`config.mk`:
```
export PLATFORM = sky130hd
export DESIGN_NAME = qnigma_tx_arb
export DESIGN_NICKNAME = d
export VERILOG_FILES = /design/src/rtl/qnigma_tx_arb.sv
export SDC_FILE = /design/constraint.sdc
export NUM_CORES = 1
export LEC_CHECK = 0
export CORE_MARGIN = 5
export CORE_UTILIZATION = 62
export CTS_CLUSTER_SIZE = 10
export DETAILED_ROUTE_END_ITERATION = 10
export DONT_BUFFER_PORTS = 1
export MAX_ROUTING_LAYER = met4
export PLACE_DENSITY = 0.84
export RECOVER_POWER = 100
export SETUP_SLACK_MARGIN = 0.5
export SLEW_MARGIN = 20
export SYNTH_ARGS = -nofsm -noshare
export SYNTH_HDL_FRONTEND = slang
export SYNTH_SLANG_ARGS = --single-unit
```
`constraint.sdc`:
```
create_clock -name clk -period 3.03 [get_ports clk]
set_clock_uncertainty 0.05 [all_clocks]
set_input_delay 0.606 -clock clk [delete_from_list [all_inputs] [get_ports clk]]
set_output_delay 0.606 -clock clk [all_outputs]
set_load 0.01 [all_outputs]
```
`src/rtl/qnigma_tx_arb.sv`:
```
// qnigma_tx_arb: N-channel request/grant arbiter in front of qnigma_tx.
// Fixed-priority or round-robin selection with a per-transfer millisecond watchdog.
module qnigma_tx_arb #(
    parameter int N          = 4,
    parameter int MODE       = 1,
    parameter int TIMEOUT_MS = 10,
    parameter int PROTO_W    = 3
) (
    input  logic                   clk,
    input  logic                   rst,
    input  logic                   tick_ms,
    input  logic [N-1:0]           req,
    input  logic [N*PROTO_W-1:0]   proto_in,
    output logic [N-1:0]           gnt,
    output logic [$clog2(N)-1:0]   sel,
    output logic                   send,
    output logic [PROTO_W-1:0]     proto,
    input  logic                   tx_busy,
    input  logic                   tx_done,
    output logic [N-1:0]           done_out,
    output logic [N-1:0]           abort_out,
    output logic                   arb_busy
);
    localparam int SW = $clog2(N);
    localparam int CW = TIMEOUT_MS > 0 ? $clog2(TIMEOUT_MS + 1) : 1;
    localparam logic [CW-1:0] LIM = CW'(TIMEOUT_MS > 0 ? TIMEOUT_MS - 1 : 0);
    localparam logic [SW:0] NN = (SW + 1)'(N);
    localparam logic [SW-1:0] LAST = SW'(N - 1);

    typedef enum logic [2:0] {IDLE, SEND, WAIT_BUSY, WAIT_DONE, RELEASE} state_t;

    state_t state, nxt;
    logic [SW-1:0] ptr, ptr_d, sel_d, base, off, win, nptr;
    logic [SW:0] sum;
    logic [N-1:0] rot, gnt_d, done_d, abort_d, sel_oh;
    logic [PROTO_W-1:0] proto_d;
    logic [PROTO_W-1:0] pin [N];
    logic [CW-1:0] cnt, cnt_d;
    logic found, expire;

    for (genvar g = 0; g < N; g++) begin : g_pin
        assign pin[g] = proto_in[g*PROTO_W +: PROTO_W];
    end

    // rotate so the search always starts at bit 0; fixed priority never rotates
    assign base = MODE != 0 ? ptr : '0;
    assign rot  = N'({req, req} >> base);

    always_comb begin
        off   = '0;
        found = 1'b0;
        for (int i = 0; i < N; i++) begin
            if (!found && rot[i]) begin
                off   = SW'(i);
                found = 1'b1;
            end
        end
    end

    assign sum    = {1'b0, base} + {1'b0, off};
    assign win    = sum >= NN ? SW'(sum - NN) : SW'(sum);
    assign nptr   = sel == LAST ? '0 : sel + 1'b1;
    assign sel_oh = N'(1) << sel;
    assign expire = TIMEOUT_MS != 0 && tick_ms && cnt == LIM;

    always_comb begin
        nxt     = state;
        gnt_d   = gnt;
        sel_d   = sel;
        proto_d = proto;
        ptr_d   = ptr;
        cnt_d   = cnt;
        done_d  = '0;
        abort_d = '0;
        case (state)
            // a grant left over from RELEASE is dropped first, guaranteeing a gap between grants
            IDLE: begin
                if (|gnt) begin
                    gnt_d = '0;
                end else if (|req) begin
                    nxt     = SEND;
                    gnt_d   = N'(1) << win;
                    sel_d   = win;
                    proto_d = pin[win];
                    cnt_d   = '0;
                end
            end
            SEND: nxt = WAIT_BUSY;
            WAIT_BUSY, WAIT_DONE: begin
                cnt_d = cnt + CW'(tick_ms);
                if (tx_done) begin
                    nxt = RELEASE;
                end else if (expire) begin
                    nxt     = IDLE;
                    abort_d = sel_oh;
                    gnt_d   = '0;
                    ptr_d   = nptr;
                end else if (state == WAIT_BUSY && tx_busy) begin
                    nxt = WAIT_DONE;
                end
            end
            RELEASE: begin
                nxt    = IDLE;
                done_d = sel_oh;
                ptr_d  = nptr;
            end
            default: nxt = IDLE;
        endcase
    end

    always_ff @(posedge clk or negedge rst) begin
        if (!rst) begin
            state     <= IDLE;
            gnt       <= '0;
            sel       <= '0;
            proto     <= '0;
            ptr       <= '0;
            cnt       <= '0;
            send      <= 1'b0;
            done_out  <= '0;
            abort_out <= '0;
            arb_busy  <= 1'b0;
        end else begin
            state     <= nxt;
            gnt       <= gnt_d;
            sel       <= sel_d;
            proto     <= proto_d;
            ptr       <= ptr_d;
            cnt       <= cnt_d;
            send      <= state == SEND;
            done_out  <= done_d;
            abort_out <= abort_d;
            arb_busy  <= nxt != IDLE;
        end
    end
endmodule

```
# == Yosys cells after proc, flatten, opt, wreduce, memory -nomap -nowiden ==
# Index checks and enable logic that the tools add are counted.
# word_totals
in_bits,21
output_inout_bits,19
wordCells,83
regBits,28
# op_classes
n_shift,3
order_cmp,2
reduce_logical,19
n_bitwise,2
add_sub_neg,4
n_eq_ne,11
n_mux,32
# op_table
cell,n
$mux W4,10
$mux W3,7
$pmux W4 S2,2
$mux W2,6
$pmux W3 S3,1
$reduce_and A3 Y1,3
$ne A2 B2 Y1 const B,4
$reduce_or A4 Y1,2
$shl A1 B2 Y4 const A,2
$shr A8 B2 Y4,1
$bmux W3 S2,1
$eq A3 B2 Y1 const B,2
$ge A3 B3 Y1 const B,2
$logic_and A1 B1 Y1,5
$add A4 B1 Y4,1
$eq A4 B4 Y1 const B,1
$mux W1,4
$pmux W2 S2,1
$reduce_and A4 Y1,1
$reduce_bool A2 Y1,2
$add A2 B2 Y3,1
$eq A3 B1 Y1 const B,1
$eq A3 B3 Y1 const B,1
$logic_not A1 Y1,3
9 further kinds,9

# == Logic depth before layout (Yosys ltp) ==
# Gate-level depths: netlist of the first run.
# logic_depth
ltp_word,18
ltp_mapped,12
ltp_nobuf,10

# == Worst setup path after synthesis of the first run ==
# No wires, ideal clock.
# synth_path
kind,in2reg
from,input port req[3]
to,register gnt[1]
slack_ns,0.615
required_ns,2.904
arrival_time_ns,2.289
path_stages,10
path_buffers,1
path_cell_list,nor2b_1 -> a21oi_1 -> nor2_1 -> a211oi_1 -> a21oi_1 -> ha_1 -> buf_1 -> inv_1 -> or3_1 -> o21ai_1
# synth_between
elab_chain_len,18
elab_cells_between_ends,24
cone_classes,add/sub: 2; order compare: 1; eq/ne: 1; shift: 2; mux: 10; reduce/logical: 8
# synth_lines
element,line_no,text
start: declaration,12,"input logic [N-1:0] req,"
$shr A8 B2 Y4 (*),47,"assign rot = N'({req, req} >> base);"
$mux W1,53,if (!found && rot[i]) begin
$logic_not A1 Y1,53,
$logic_and A1 B1 Y1,53,
$mux W1,53,
$logic_not A1 Y1,53,
$logic_and A1 B1 Y1,53,
$mux W1,53,
[3 not listed],n/a,
$add A2 B2 Y3 (*),60,"assign sum = {1'b0, base} + {1'b0, off};"
via sum[0],34,logic [SW:0] sum;
$ge A3 B3 Y1 / $sub A2 B1 Y2 (equally long branches),61,assign win = sum >= NN ? SW'(sum - NN) : SW'(sum);
$mux W2 (*),61,
$shl A1 B2 Y4 (*),82,gnt_d = N'(1) << win;
$mux W4 (*),80,end else if (|req) begin
$mux W4 (*),78,if (|gnt) begin
$pmux W4 S2 (*),75,case (state)
end signal: assignment,125,gnt <= gnt_d;
end: declaration,14,"output logic [N-1:0] gnt,"
# Mark *: on every way through the listed nets, which the timed path passes. The rest lies on a longest branch. The select of a mux whose other input is x is not followed.
# A chain may end at the register's enable or synchronous reset.

# == Worst setup path after layout of the first run ==
# layout_path
from,"register ptr[1], in the netlist base[1]"
to,register proto[1]
# layout_between
elab_chain_len,18
elab_cells_between_ends,21
cone_classes,add/sub: 2; order compare: 1; shift: 1; mux: 10; bitwise: 1; reduce/logical: 6
# layout_lines
element,line_no,text
start: declaration,33,"logic [SW-1:0] ptr, ptr_d, sel_d, base, off, win, nptr;"
start signal: assignment,128,ptr <= ptr_d;
$shr A8 B2 Y4 (*),47,
$mux W1,53,
$logic_not A1 Y1,53,
$logic_and A1 B1 Y1,53,
$mux W1,53,
$logic_not A1 Y1,53,
$logic_and A1 B1 Y1,53,
$mux W1,53,
[2 not listed],n/a,
$mux W2 (*),53,
$add A2 B2 Y3 (*),60,
via sum[0],34,
$ge A3 B3 Y1 / $sub A2 B1 Y2 (equally long branches),61,
$mux W2 (*),61,
$not A2 Y3 (not written as such) (*),84,proto_d = pin[win];
$bmux W3 S2 (*),84,
$mux W3 (not written as such) (*) (2 in series),84,
end signal: assignment,127,proto <= proto_d;
end: declaration,17,"output logic [PROTO_W-1:0] proto,"
# Marked as above.

==> key figures, run 1 <==
Status
  – Status: finished, final reports clean

CTS
  – Clock Latency Late Sink: ~0.33 ns
  – Post-CTS setup buffers: 0
  – Clk Tree Root Cell: clkbuf_4
  – Total CTS buffers: 3
  – Max Root-Sink Buffers: 2
  – CTS tree: yes
  – H-tree levels: 1
  – Sink Count: 28
  – Clock slew at reported path FFs: 0.15 ns

Critical path
  – Worst setup path start: base[1]
  – Req. time, crit path: roughly 3.2 ns
  – R2r startpoint: base[1]
  – Worst-path fanout max: 9
  – Worst path arrival time: about 2.6 ns
  – Kind of critical path: register to register
  – Kind of end point of the critical path: register
  – Startpoint Class: register

STA
  – Final-report hold violation count: 0
  – Count of final max-slew check failures: 0
  – TNS Setup: 0 ns
  – Period minus WS final: between 2 and 2.5 ns
  – Final Cycle Share: 79.6%
  – Slew @ Worst Pin: ~1.4 ns
  – Endpoints failing setup: 0
  – Slew HR: approximately 7.5%
  – Unrepaired setup endpoints after global routing: false
  – Fmax: between 400 and 500 MHz

Floorplanning
  – Die Y: just over 60 um
  – Die area: roughly 3700 sq um
  – Die Wd: 60.6 um
  – Ports: 40
  – FP Rows: 18
  – Starting density of the core: 64.7%
  – Core area: ~2500 sq um

Placement
  – Dpl cell area: about 1600 sq um
  – DP HPWL: 2.31 mm
  – RD Place Congestion: around 0.79
  – Buffers on Ports: 0

Global routing
  – Tot GR Track Use: 18.3%
  – Initial antenna violation count: 0
  – Vias in the first global route: 1172
  – Total congestion overflow: 0
  – Pin count of the biggest net entering global routing: 29
  – First-pass GRT wire length: slightly below 5 mm

Power
  – Final Power: about 1.6 mW
  – Clk pwr share: around 15%
  – Switch Pwr: approximately 0.71 mW
  – Flop pwr share: between 30% and 40%
  – Peak VDD IR: a little over 0.7 mV
  – Switch share: between 40% and 50%
  – PD cells: 988 nW/um^2
  – Combinational share of power: 46.6%
  – Static leakage: 0.732 nW
  – Pint: slightly above 0.9 mW

Detailed routing
  – Via count: ~1100
  – Met2 Wirelength: about 1.5 mm
  – Pre-antenna DRT Iters: 4
  – Starting DRT DRC Count: 33
  – WL met3: about 220 um
  – Avg Vias per Cell: 6.07
  – Residual DRC: 0
  – Average wire per cell in the routed design: 15.5 um
  – Final WL: slightly below 3 mm
  – Met1 wire length: about 1.1 mm
  – Top Metal Used: met4
  – Final ANT Viol Nets: 0

Synth
  – Cell variety after synth: 39
  – Area fraction of the dominant cell type after synthesis: between 40% and 50%
  – Seq/Total Area, Yosys: between 40 and 50%
  – Netlist Area Pre-Place: around 1600 sq um
  – Cell count after synthesis: ~160
  – Most frequent cells after synthesis: dfrtp_1 (28), nand2_1 (21), nor3_1 (15)
  – FF+latch count, synth: 28
  – EDFF count, synth: 0
  – Post-Syn Area per Cell: approximately 10 sq um
  – Ys flop type: dfrtp_1
  – Synth async-reset ratio: between 90% and 100%
  – Synth top area cells: dfrtp_1 (44%), mux2i_1 (7.6%), ha_1 (5.5%)
  – Leading area contributor after synthesis: dfrtp_1
  – Top-count cell post-synth: dfrtp_1
  – Syn. warnings: 0
  – Syn Nets: between 150 and 200

Cells and area
  – Synthesis-to-layout area growth: 3.62%
  – Share of layout cells above drive strength 1: approximately 8%
  – Nets: approximately 190
  – Post-Route Utilization: 67.1%
  – N_diodes: 0
  – Finished Cell Area: ~1600 sq um

Worst hold path
  – HP Start: tx_done
  – HP Class: input pin to register

Flow run
  – Max cap viols: 0
==> layout by cell type, fill, tap and decap left out, drive strengths merged, types with 2 or more instances in the layout <==
cell / count
mux2i: 12
inv: 4
o41ai: 2
o21ai: 7
and2b: 2
ha: 7
or3: 2
and2: 10
xnor2: 4
nand2: 21
or2: 2
nor3: 15
nand2b: 3
nor2: 5
nand3: 8
clkbuf: 4
mux2: 3
a21oi: 5
dfrtp: 28
nor3b: 2
==> state kept, by name, summed over array words and instances (netlist names), 2 cells and up <==
signal,cells
proto,3
cnt,4
state,3
done_out,4
abort_out,4
gnt,4
sel,2
base,2
==> critical path, cell delays in order (launching register included) <==
cell	delay (ns)
dfrtp_1	0.55
nand2_1	0.10
a21oi_1	0.15
nor2_1	0.05
a211oi_1	0.19
a21oi_1	0.06
ha_1	0.50
mux2i_1	0.29
nor3_1	0.08
mux2i_1	0.18
nand3_1	0.09
==> path summary, 6_finish.rpt <==
kind	endpoint	slack (ns)	cells past startpoint
worst min-delay path	state[1]	0.30	1
max in group asynchronous	proto[1]	1.60	1
worst min register to register	cnt[3]	0.46	1
min in group asynchronous	done_out[0]	0.51	1
worst max register to register	proto[1]	0.62	10
worst max-delay path	proto[1]	0.62	10
==> final cells by class <==
cell class / instances / area (sq um)
flip-flops and latches: 28 / 701
repair buffers: 1 / 3.75
inverters: 4 / 15.0
well taps: 30 / 37.5
fillers: 186 / 808
multi-input cells: 121 / 837
clock inverters: 1 / 30.0
clock buffers: 3 / 22.5
==> logic make-up after synthesis <==
| logic type | after synthesis | synth area share (%) |
|---|---|---|
| buffers and inverters | 8 | 2.44 |
| AND/OR/NAND/NOR | 74 | 24.8 |
| flip-flops | 28 | 44.1 |
| AO/OA/AOI/OAI | 20 | 10.0 |
| multiplexers | 15 | 9.92 |
| adder cells (fa/ha/maj) | 7 | 5.51 |
| XOR/XNOR | 5 | 3.23 |
==> through the flow <==
stage                     hold WS (ns)  instances  setup slack, ns
after floorplan                  0.260        157            0.615
after global placement           0.261        183            0.648
after detailed placement         0.261        183            0.558
after CTS                       0.0135        188            0.581
after global routing             0.275        188            0.394
final                            0.299        188            0.619
==> power by group through the flow <==
stage / combinational (mW) / sequential, mW / clock, mW
final: 0.759 / 0.628 / 0.241
after global routing: 0.871 / 0.646 / 0.259
after CTS: 0.788 / 0.633 / 0.245
after detailed placement: 0.774 / 0.642 / 0
after global placement: 0.733 / 0.632 / 0
after floorplan: 0.688 / 0.589 / 0
==> layer usage <==
layer / up-vias / global-route usage, %
li1: 557 / -
met1: 536 / 19.5
met2: 42 / 32.5
met3: 6 / 4.04
met4: 0 / 7.43
met5: - / -
==> repair_timing <==
action                                  in CTS  in global routing
endpoints found under the hold margin       28                  0
hold buffers                                 1                  0
endpoints found under the setup margin       0                  5
resized for setup                            0                  3
(Power assumes the default switching activity.)
==> inputs of run 2 (changes only) <==
Clock period 3.03 ns to 2.35 ns, I/O delays scaled along.
==> run 2 against run 1 <==
Die area did not move. First-iteration DRC count fell by 24%. Worst setup slack got worse by 0.37 ns. Clock-buffer cell count did not move. Fmax rose by 15%. Register-to-register slack got worse by 0.37 ns. Largest cell class unchanged. Highest routed layer unchanged.
==> key figures, run 2 (synthesis gave the netlist of run 1 again) <==
STA
  – Final-report hold violation count: 0
  – Slew HR: between 60 and 70%
  – Final Cycle Share: 89.3%
  – WHS: between 0.15 and 0.2 ns
  – Fmax: around 480 MHz
  – TNS Setup: 0 ns
  – Endpoints failing setup: 0
  – Unrepaired setup endpoints after global routing: true
  – Period minus WS final: 2.10 ns
  – Count of final max-slew check failures: 0
  – Slew @ Worst Pin: around 0.60 ns

Flow run
  – Max cap viols: 0

Detailed routing
  – Pre-antenna DRT Iters: 4
  – Avg Vias per Cell: roughly 6.2
  – Average wire per cell in the routed design: ~18 um
  – Starting DRT DRC Count: 25
  – Final ANT Viol Nets: 0
  – Residual DRC: 0
  – Final WL: 3.50 mm
  – Via count: around 1200

Global routing
  – Initial antenna violation count: 0
  – Vias in the first global route: 1205
  – M1 GR Usage: between 20% and 30%
  – Pin count of the biggest net entering global routing: 29
  – Total congestion overflow: 0
  – First-pass GRT wire length: roughly 5.3 mm
  – GRT Max-Usage Layer: met2
  – Tot GR Track Use: 19.5%
  – Met2 Use GR: between 30% and 40%
  – GR Layer Usage met3: between 3 and 4%

Floorplanning
  – Core area: 2450 sq um
  – Ports: 40
  – Starting density of the core: 64.7%
  – Die area: between 3000 and 4000 sq um
  – Die Wd: 60.6 um
  – Die Y: 60.6 um
  – FP Rows: 18

CTS
  – Max Root-Sink Buffers: 2
  – Sink Count: 28
  – H-tree levels: 1
  – CTS tree: yes
  – Clock Latency Late Sink: around 0.32 ns
  – Total CTS buffers: 3
  – Clk Tree Root Cell: clkbuf_4
  – Clock slew at reported path FFs: between 0.1 and 0.15 ns

Placement
  – RD Place Congestion: approximately 0.72
  – Buffers on Ports: 0
  – Dpl cell area: around 1600 sq um
  – DP HPWL: about 2.3 mm

Cells and area
  – Most frequent cells in the layout: dfrtp_1 (27), nand2_1 (20), nor3_1 (14)
  – # fillers: approximately 160
  – Synthesis-to-layout area growth: 16.9%
  – Finished Cell Area: about 1900 sq um
  – N_diodes: 0
  – Commonest non-fill, non-tap cell in the layout: dfrtp_1
  – Nets: just under 200
  – Share of layout cells above drive strength 1: 25.7%

Critical path
  – Worst R2R Path Depth: 11
  – Kind of critical path: register to register
  – Worst-path fanout max: 7
  – Startpoint Class: register
  – Req. time, crit path: approximately 2.5 ns
  – Worst path arrival time: roughly 2.3 ns
  – Kind of end point of the critical path: register

Worst hold path
  – HP Class: input pin to register
  – Hold Path Stages: 1

Power
  – PD cells: 1320 nW/um^2
  – Final Power: 2.45 mW
  – Static leakage: between 0.8 and 0.9 nW
  – Peak VDD IR: roughly 1.3 mV

Status
  – Status: finished, final reports clean
run 2: cell types whose count changed in the layout (fill, tap and decap cells not counted), sizes merged:
cell / before / now
dlygate4sd3: 0 / 1
bufinv: 1 / 0
buf: 0 / 9
run 2: cell type report:
type                       count  area [sq um]  area share (%)
clock buffer                   3          22.5            1.21
inverter                       4          15.0           0.809
multi-input combinational    121           973            52.4
sequential                    28           702            37.8
tap                           30          37.5            2.02
timing repair buffer          11           106            5.73
run 2: critical path, cell delays in order (launching register included):
cell and delay, ns:
dfrtp_2 0.43, nand2_2 0.07, a21oi_2 0.13, nor2_1 0.06, a211oi_2 0.17, a21oi_2 0.07
ha_4 0.19, buf_12 0.12, xnor2_2 0.33, nor3_1 0.11, mux2i_1 0.16, nand3_1 0.08
run 2: power breakdown:
part	switching (mW)	internal, mW	total, mW
clock	0.133	0.0602	0.193
combinational	0.770	0.681	1.45
sequential	0.183	0.619	0.803
total	1.09	1.36	2.45
run 2: what timing repair did:
item	in CTS	in global routing
hold buffers	2	0
resized for setup	13	17
pin swaps	2	5
setup buffers	1	5
endpoints found under the setup margin	10	15
hold endpoints to repair	28	0
gates cloned	0	0
run 2: path summary, 6_finish.rpt:
kind	startpoint	to	slack, ns
worst max-delay path	base[1]	proto[1]	0.25
worst min-delay path	tx_done	state[1]	0.18
worst max register to register	base[1]	proto[1]	0.25
worst min register to register	cnt[3]	cnt[3]	0.45
max in group asynchronous	rst	base[1]	1.58
min in group asynchronous	rst	abort_out[1]	0.51
run 2: routing by layer:
layer,vias up,part of all wire (%)
met4,0,1.1
met3,4,6.0
li1,575,-
met5,-,0
met1,598,39
met2,45,54
run 2: stage by stage:
step	setup slack, ns	cells	util [%]
6_report	0.252	197	75.6
5_1_grt	0.123	197	75.6
4_1_cts	0.343	192	72.3
3_5_place_dp	0.0615	186	66.8
3_3_place_gp	0.148	186	66.8
2_1_floorplan	0.342	157	-
==> inputs of run 3 (changes only) <==
Settings changed: CORE_UTILIZATION 62 to 63, CTS_BUF_LIST from default to sky130_fd_sc_hd__clkbuf_2, PLACE_DENSITY 0.84 to 0.85.
==> run 3 against run 2 <==
Design area decreased by 1.1%. Via count decreased by 2.7%. Total power increased by 0.18%. Combinational power about the same. Fmax decreased by 1.0%. Worst setup slack got worse by 0.022 ns. Sequential share of layout area increased by 0.34 points. Register-to-register slack got worse by 0.02 ns. Cell count decreased by 0.51%. Critical path type unchanged. Critical endpoint is now proto[0].
==> key figures, run 3 (synthesis gave the netlist of run 1 again) <==
STA
  – Period minus WS final: approximately 2.1 ns
  – Fmax: between 400 and 500 MHz
  – TNS Setup: 0 ns
  – Count of final max-slew check failures: 0
  – Endpoints failing setup: 0
  – Slew @ Worst Pin: 1.44 ns
  – Slew HR: ~4.3%
  – Final-report hold violation count: 0
  – Unrepaired setup endpoints after global routing: true
  – Final Cycle Share: approximately nine tenths

Global routing
  – Vias in the first global route: around 1200
  – Tot GR Track Use: 20.2%
  – Pin count of the biggest net entering global routing: 29
  – First-pass GRT wire length: around 5.4 mm
  – Total congestion overflow: 0
  – Initial antenna violation count: 0

Cells and area
  – Multi-input gate area: 970 sq um
  – Share of layout cells above drive strength 1: between 20% and 30%
  – N_diodes: 0
  – Most frequent cells in the layout: dfrtp_1 (28), nand2_1 (20), nor3_1 (13)
  – Nets: between 150 and 200
  – Fin cells: between 150 and 200
  – # fillers: 165
  – Flip-flop and latch area: approximately 700 sq um
  – Synthesis-to-layout area growth: 15.6%
  – Post-Route Utilization: roughly three quarters
  – Finished Cell Area: between 1500 and 2000 sq um
  – Commonest non-fill, non-tap cell in the layout: dfrtp_1

Critical path
  – Startpoint Class: register
  – Worst-path fanout max: 7
  – R2r setup slk: approximately 0.23 ns
  – Worst R2R Path Depth: 11
  – R2r startpoint: base[1]
  – Worst path arrival time: about 2.4 ns
  – Kind of critical path: register to register
  – Worst R2R End: proto[0]
  – Kind of end point of the critical path: register
  – Req. time, crit path: between 2 and 3 ns

Floorplanning
  – Die Wd: 60.2 um
  – Die area: between 3000 and 4000 sq um
  – Ports: 40
  – Core area: between 2000 and 2500 sq um
  – Starting density of the core: about two thirds
  – FP Rows: 18
  – Die Y: approximately 60 um

CTS
  – Clk Tree Root Cell: clkbuf_2
  – H-tree levels: 1
  – Max Root-Sink Buffers: 2
  – Sink Count: 28
  – CTS tree: yes
  – Clock slew at reported path FFs: ~0.25 ns
  – Clock Latency Late Sink: 0.36 ns
  – Total CTS buffers: 3

Worst hold path
  – Hold Path Stages: 1
  – HP Start: tx_done
  – HP Class: input pin to register
  – Worst hold endpoint: state[0]

Power
  – PD cells: 1330 nW/um^2
  – Peak VDD IR: roughly 1.4 mV
  – Final Power: roughly 2.5 mW
  – Switch Pwr: roughly 1.1 mW
  – Clk pwr share: under 10%
  – Switch share: ~45%
  – Pint: 1.35 mW
  – Static leakage: about 0.8 nW
  – Flop pwr share: 33.2%
  – Combinational share of power: approximately three fifths

Detailed routing
  – Starting DRT DRC Count: 30
  – Avg Vias per Cell: just over 6
  – Final ANT Viol Nets: 0
  – Final WL: approximately 3.5 mm
  – Residual DRC: 0
  – Pre-antenna DRT Iters: 4
  – Via count: roughly 1200
  – Average wire per cell in the routed design: between 15 and 20 um

Status
  – Status: finished, final reports clean

Placement
  – DP HPWL: roughly 2.4 mm
  – Dpl cell area: about 1600 sq um
  – RD Place Congestion: roughly 0.75
  – Buffers on Ports: 0
  – Post-Place Cells: 185

Flow run
  – Max cap viols: 0
-- run 3: power by group through the flow --
stage,combinational (mW),sequential (mW),clock [mW]
CTS,1.28,0.810,0.173
finish,1.46,0.813,0.174
floorplan,0.943,0.759,0
global placement,1.01,0.797,0
global route,1.59,0.831,0.192
detailed placement,1.07,0.809,0
-- run 3: worst max path at each step --
stage	to	depth (start not counted)	slack, ns	startpoint
6_report	proto[0]	11	0.23	base[1]
5_1_grt	proto[1]	10	0.10	base[1]
4_1_cts	proto[0]	10	0.31	base[1]
3_5_place_dp	proto[0]	10	0.04	req[3]
3_3_place_gp	proto[0]	10	0.09	req[3]
2_1_floorplan	proto[0]	11	0.34	req[3]
-- run 3: cell type report --
cell class | count | share of cell area (%)
Inverter | 4 | 0.817
Sequential cell | 28 | 38.1
Timing Repair Buffer | 9 | 5.18
Clock buffer | 3 | 0.817
Tap cell | 30 | 2.04
Multi-Input combinational cell | 121 | 52.8
Clock inverter | 1 | 0.204
-- run 3: repair_timing --
| item | CTS | global route |
|---|---|---|
| setup buffers | 2 | 3 |
| hold buffers | 2 | 0 |
| hold endpoints to repair | 28 | 0 |
| pin swaps | 4 | 6 |
| cloned | 0 | 0 |
| endpoints found under the setup margin | 10 | 17 |
| gates resized for setup | 14 | 12 |
-- run 3: worst max-delay path, cell delays in order, from the launching register on --
cell and delay (ns):
dfrtp_1 0.47, buf_6 0.15, nand2_2 0.06, a21oi_2 0.04
a21oi_1 0.14, a21oi_1 0.12, ha_4 0.21, buf_12 0.12
xnor2_2 0.30, nor3_1 0.13, mux2i_1 0.16, nand3_1 0.09
-- run 3: per-layer routing --
layer,GRT usage [%],share of wire [%]
met1,21.4,39
met2,36.9,54
met3,3.02,4.3
met4,8.23,2.2
met5,-,0
-- run 3: metrics by stage --
step                      hold slack, ns  setup WS [ns]
after floorplan                    0.124          0.342
after global placement             0.125         0.0865
after detailed placement           0.125         0.0376
after CTS                          0.134          0.309
after global routing               0.100          0.104
final                              0.129          0.230
